File: src/rtl/pipe_reg_hs.sv
// pipe_reg_hs: two-entry pipeline register with a valid/ready handshake.
// The main entry drives the outputs. The skid entry catches one beat
// while downstream stalls. Because of this, in_ready is a pure register
// output and has no combinational path from out_ready.
module pipe_reg_hs #(
  parameter int DATA_W = 101,
  parameter int CTRL_W = 3
) (
  input  logic              clk,
  input  logic              reset,
  input  logic              flush,
  input  logic              in_valid,
  output logic              in_ready,
  input  logic [CTRL_W-1:0] in_ctrl,
  input  logic [DATA_W-1:0] in_data,
  output logic              out_valid,
  input  logic              out_ready,
  output logic [CTRL_W-1:0] out_ctrl,
  output logic [DATA_W-1:0] out_data,
  output logic [1:0]        occupancy
);

  logic              main_valid_q, main_valid_d;
  logic [CTRL_W-1:0] main_ctrl_q,  main_ctrl_d;
  logic [DATA_W-1:0] main_data_q,  main_data_d;
  logic              skid_valid_q, skid_valid_d;
  logic [CTRL_W-1:0] skid_ctrl_q,  skid_ctrl_d;
  logic [DATA_W-1:0] skid_data_q,  skid_data_d;

  logic xfer_in;
  logic xfer_out;

  assign in_ready  = ~skid_valid_q;
  assign out_valid = main_valid_q;
  assign out_data  = main_data_q;
  // Bubbles must look like no-ops downstream, so the control fields are
  // forced to zero whenever the head entry is not live.
  assign out_ctrl  = main_valid_q ? main_ctrl_q : '0;
  assign occupancy = {1'b0, main_valid_q} + {1'b0, skid_valid_q};

  assign xfer_in  = in_valid & ~skid_valid_q;
  assign xfer_out = main_valid_q & out_ready;

  // Next-state logic: skid drain, load of main or skid, and flush override.
  always_comb begin
    main_valid_d = main_valid_q;
    main_ctrl_d  = main_ctrl_q;
    main_data_d  = main_data_q;
    skid_valid_d = skid_valid_q;
    skid_ctrl_d  = skid_ctrl_q;
    skid_data_d  = skid_data_q;

    if (skid_valid_q) begin
      // A full stage cannot accept input. It can only shift skid into main.
      if (xfer_out) begin
        main_ctrl_d  = skid_ctrl_q;
        main_data_d  = skid_data_q;
        skid_valid_d = 1'b0;
      end
    end else if (xfer_in) begin
      if (!main_valid_q || xfer_out) begin
        main_valid_d = 1'b1;
        main_ctrl_d  = in_ctrl;
        main_data_d  = in_data;
      end else begin
        skid_valid_d = 1'b1;
        skid_ctrl_d  = in_ctrl;
        skid_data_d  = in_data;
      end
    end else if (xfer_out) begin
      main_valid_d = 1'b0;
    end

    // Flush squashes only the valid bits. Any stale payload stays in the
    // data registers but is masked by the cleared valids.
    if (flush) begin
      main_valid_d = 1'b0;
      skid_valid_d = 1'b0;
    end
  end

  // State registers. Reset is asynchronous so that held entries vanish at once.
  always_ff @(posedge clk or posedge reset) begin
    if (reset) begin
      main_valid_q <= 1'b0;
      main_ctrl_q  <= '0;
      main_data_q  <= '0;
      skid_valid_q <= 1'b0;
      skid_ctrl_q  <= '0;
      skid_data_q  <= '0;
    end else begin
      main_valid_q <= main_valid_d;
      main_ctrl_q  <= main_ctrl_d;
      main_data_q  <= main_data_d;
      skid_valid_q <= skid_valid_d;
      skid_ctrl_q  <= skid_ctrl_d;
      skid_data_q  <= skid_data_d;
    end
  end

endmodule

File: config.mk
export PLATFORM = sky130hd
export DESIGN_NAME = pipe_reg_hs
export DESIGN_NICKNAME = d
export VERILOG_FILES = /design/src/rtl/pipe_reg_hs.sv
export SDC_FILE = /design/constraint.sdc
export NUM_CORES = 1
export LEC_CHECK = 0
export ABC_AREA = 1
export CORE_MARGIN = 2
export CORE_UTILIZATION = 47
export CTS_BUF_LIST = sky130_fd_sc_hd__clkbuf_4 sky130_fd_sc_hd__clkbuf_8
export DETAILED_ROUTE_END_ITERATION = 7
export PLACE_DENSITY_LB_ADDON = 0.05
export SKIP_LAST_GASP = 1
export SYNTH_ARGS = -nofsm -noshare
export SYNTH_HDL_FRONTEND = slang
export SYNTH_SLANG_ARGS = --single-unit
export TNS_END_PERCENT = 100
File: constraint.sdc
create_clock -name clk -period 6.3 [get_ports clk]
set_input_delay 0.63 -clock clk [delete_from_list [all_inputs] [get_ports clk]]
set_output_delay 0.63 -clock clk [all_outputs]
set_load 0.01 [all_outputs]
==> run_results.csv <==
group,metric,value,unit
die,num_rows,52,
placed_design,placed_cell_area,11700,sq um
synthesis,synth_nets,1370,
pwr,p_leak,6.66,nW
timing,rsz0062_at_grt,"false",
grt,grt_usage,25.1,%
route,routedWlPerCell,15.3,um
timing,layout_worst_path_cycle_share,62.5,%
route,wl_met1,12000,um
die,die_w,147,um
clock_network,cts_resized,0,
synthesis,synth_warnings,0,
synthesis,synthCells,1260,
route,wl,26400,um
clock_network,clock-sinks,210,
pwr,p_total,3.96,mW
timing,setup_viol,0,
final_layout,final_cell_mix,"734 x nand2_1, 216 x clkdlybuf4s50_1, 209 x nand3_1, 209 x dfrtp_1, 48 x clkbuf_8",
setup_path,worstPathMaxFanout,106,
clock_network,path_clk_slew,0.06,ns
synthesis,syn_avg_cell_area,7.60,sq um
route,route.detailed.drc,0,
synthesis,ys_seq_area_share,54.9,%
timing,final_max_slew_viol_count,0,
clock_network,holdBufCountCts,0,
die,dieArea,21500,sq um
final_layout,drive_gt1_share,5.75,%
die,initial_core_util,47.6,%
pwr,p_per_area,315,nW/um^2
timing,hold_viol,0,
clock_network,htree_num_levels,2,
setup_path,critical_path_class,"flop to flop",
final_layout,final_common_cell,"nand2_1",
setup_path,cp-end-kind,"flop",
timing,setup_tns,0,ns
synthesis,netlist_area,9580,sq um
timing,max_slew_margin,16.3,%
final_layout,diodes,0,
clock_network,cts_tree,"built",
status,status,"completed",
grt,grt_max_degree,164,
final_layout,syn_to_final_growth,31.3,%
synthesis,synth_top_area_share,54.9,%
placed_design,gp_congestion,0.757,
worst_hold_path,holdPathStages,2,
clock_network,clock_latency,0.52,ns
job,maxCapViolCount,0,
setup_path,worstPathRequired,6.75,ns
route,vias,8864,
route,dr.max_layer_used,"met5",
timing,setup_ws,2.36,ns
pwr,peakVddDrop,0.190,mV
clock_network,clockBufferDepth,3,
final_layout,fin_area,12600,sq um
setup_path,rr_worst_depth,6,
worst_hold_path,hold_class,"flop to flop",
route,dr_wl_met2,12000,um
grt,grt_pass1_vias,8703,
route,final_antenna_net_count,0,
timing,skew,0.0117,ns
clock_network,clockRootBuffer,"clkbuf_8",
die,die_y,147,um
synthesis,synth_cell_types,15,
die,ios,217,
final_layout,fin_nets,1544,
placed_design,port_buffers,216,
grt,grt_antenna_before_repair,1,
synthesis,synth.ff_latch_count,210,
timing,min_period,3.94,ns
route,drtIter0Drc,692,
clock_network,post_cts_buffers,0,
synthesis,synth_area_leaders,"dfrtp_1 55%, nand2_1 29%, nand3_1 11%",
grt,overflow,0,
route,viasPerCell,5.12,
clock_network,cts_buffers,38,
timing,max_freq,0.254,GHz
placed_design,dp_hpwl,14300,um
die,core_area,20100,sq um
route,drtPass1Iterations,4,
route,wl_met3,1960,um
grt,grt_first_pass_wirelength,44500,um
placed_design,pre_cts_ws,2.38,ns
setup_path,arrival,4.39,ns
setup_path,cp-start-kind,"flop",
synthesis,synth_area_leader_cell,"dfrtp_1",
timing,worstMarginPinSlew,1.26,ns
Yosys cell counts, drive strengths merged:
cell type and instances:
clkbuf 21, nand3 209, inv 10, nand2 737, a21oi 1, nor2 2
ha 1, buf 68, dfrtp 210, o21ai 1
power breakdown:
group,switching [mW],internal [mW]
Sequential,0.154,1.62
Combinational,0.414,0.387
Clock,0.556,0.822
cells by family after synthesis:
| family | Yosys count | share of synthesized area (%) |
|---|---|---|
| adders and majority gates | 1 | 0.131 |
| buffers and inverters | 99 | 4.83 |
| DFF | 210 | 54.9 |
| and+or+nand+nor | 948 | 40.0 |
| AOI/OAI and AO/OA | 2 | 0.104 |
sequential cells by signal, indices dropped and copies added (netlist names):
signal        count
out_data        101
skid_valid_q      1
main_ctrl_q       3
out_valid         1
skid_ctrl_q       3
skid_data_q     101
critical path: stages (launching register included):
cell and delay, ns:
dfrtp_4 0.80, clkinv_2 0.52, nand2_1 0.25, nand2_4 0.68, nand2_4 1.19, nand2_1 0.14, nand2_1 0.10
layout make-up:
type,instances,area (sq um)
inverter,10,45.0
sequential,210,5260
clock buffer,65,788
clock inverter,2,35.0
multi-input combinational,951,3880
tap,270,338
fill,1778,7530
timing repair buffer,223,2230
worst paths after layout:
path | from | to | slack, ns
min in group asynchronous | reset | out_data[7] | 0.65
setup / recovery | skid_valid_q | out_data[96] | 2.36
hold / removal | out_data[8] | out_data[8] | 0.47
max in group asynchronous | reset | skid_valid_q | 4.28
hold reg to reg | out_data[8] | out_data[8] | 0.47
setup reg to reg | skid_valid_q | out_data[96] | 2.36
metrics by stage:
stage,hold WS [ns],utilization (%),instances
2_1_floorplan,0.442,-,1260
5_1_grt,0.485,62.5,1731
6_report,0.466,62.5,1731
3_5_place_dp,0.457,58.4,1664
4_1_cts,0.472,62.5,1731
3_3_place_gp,0.452,58.4,1664
layer usage:
metal,vias up,GRT usage (%)
li1,4293,-
met1,4228,36.1
met2,304,39.2
met3,37,5.06
met4,2,6.84
met5,-,0
(Power assumes the default switching activity.)
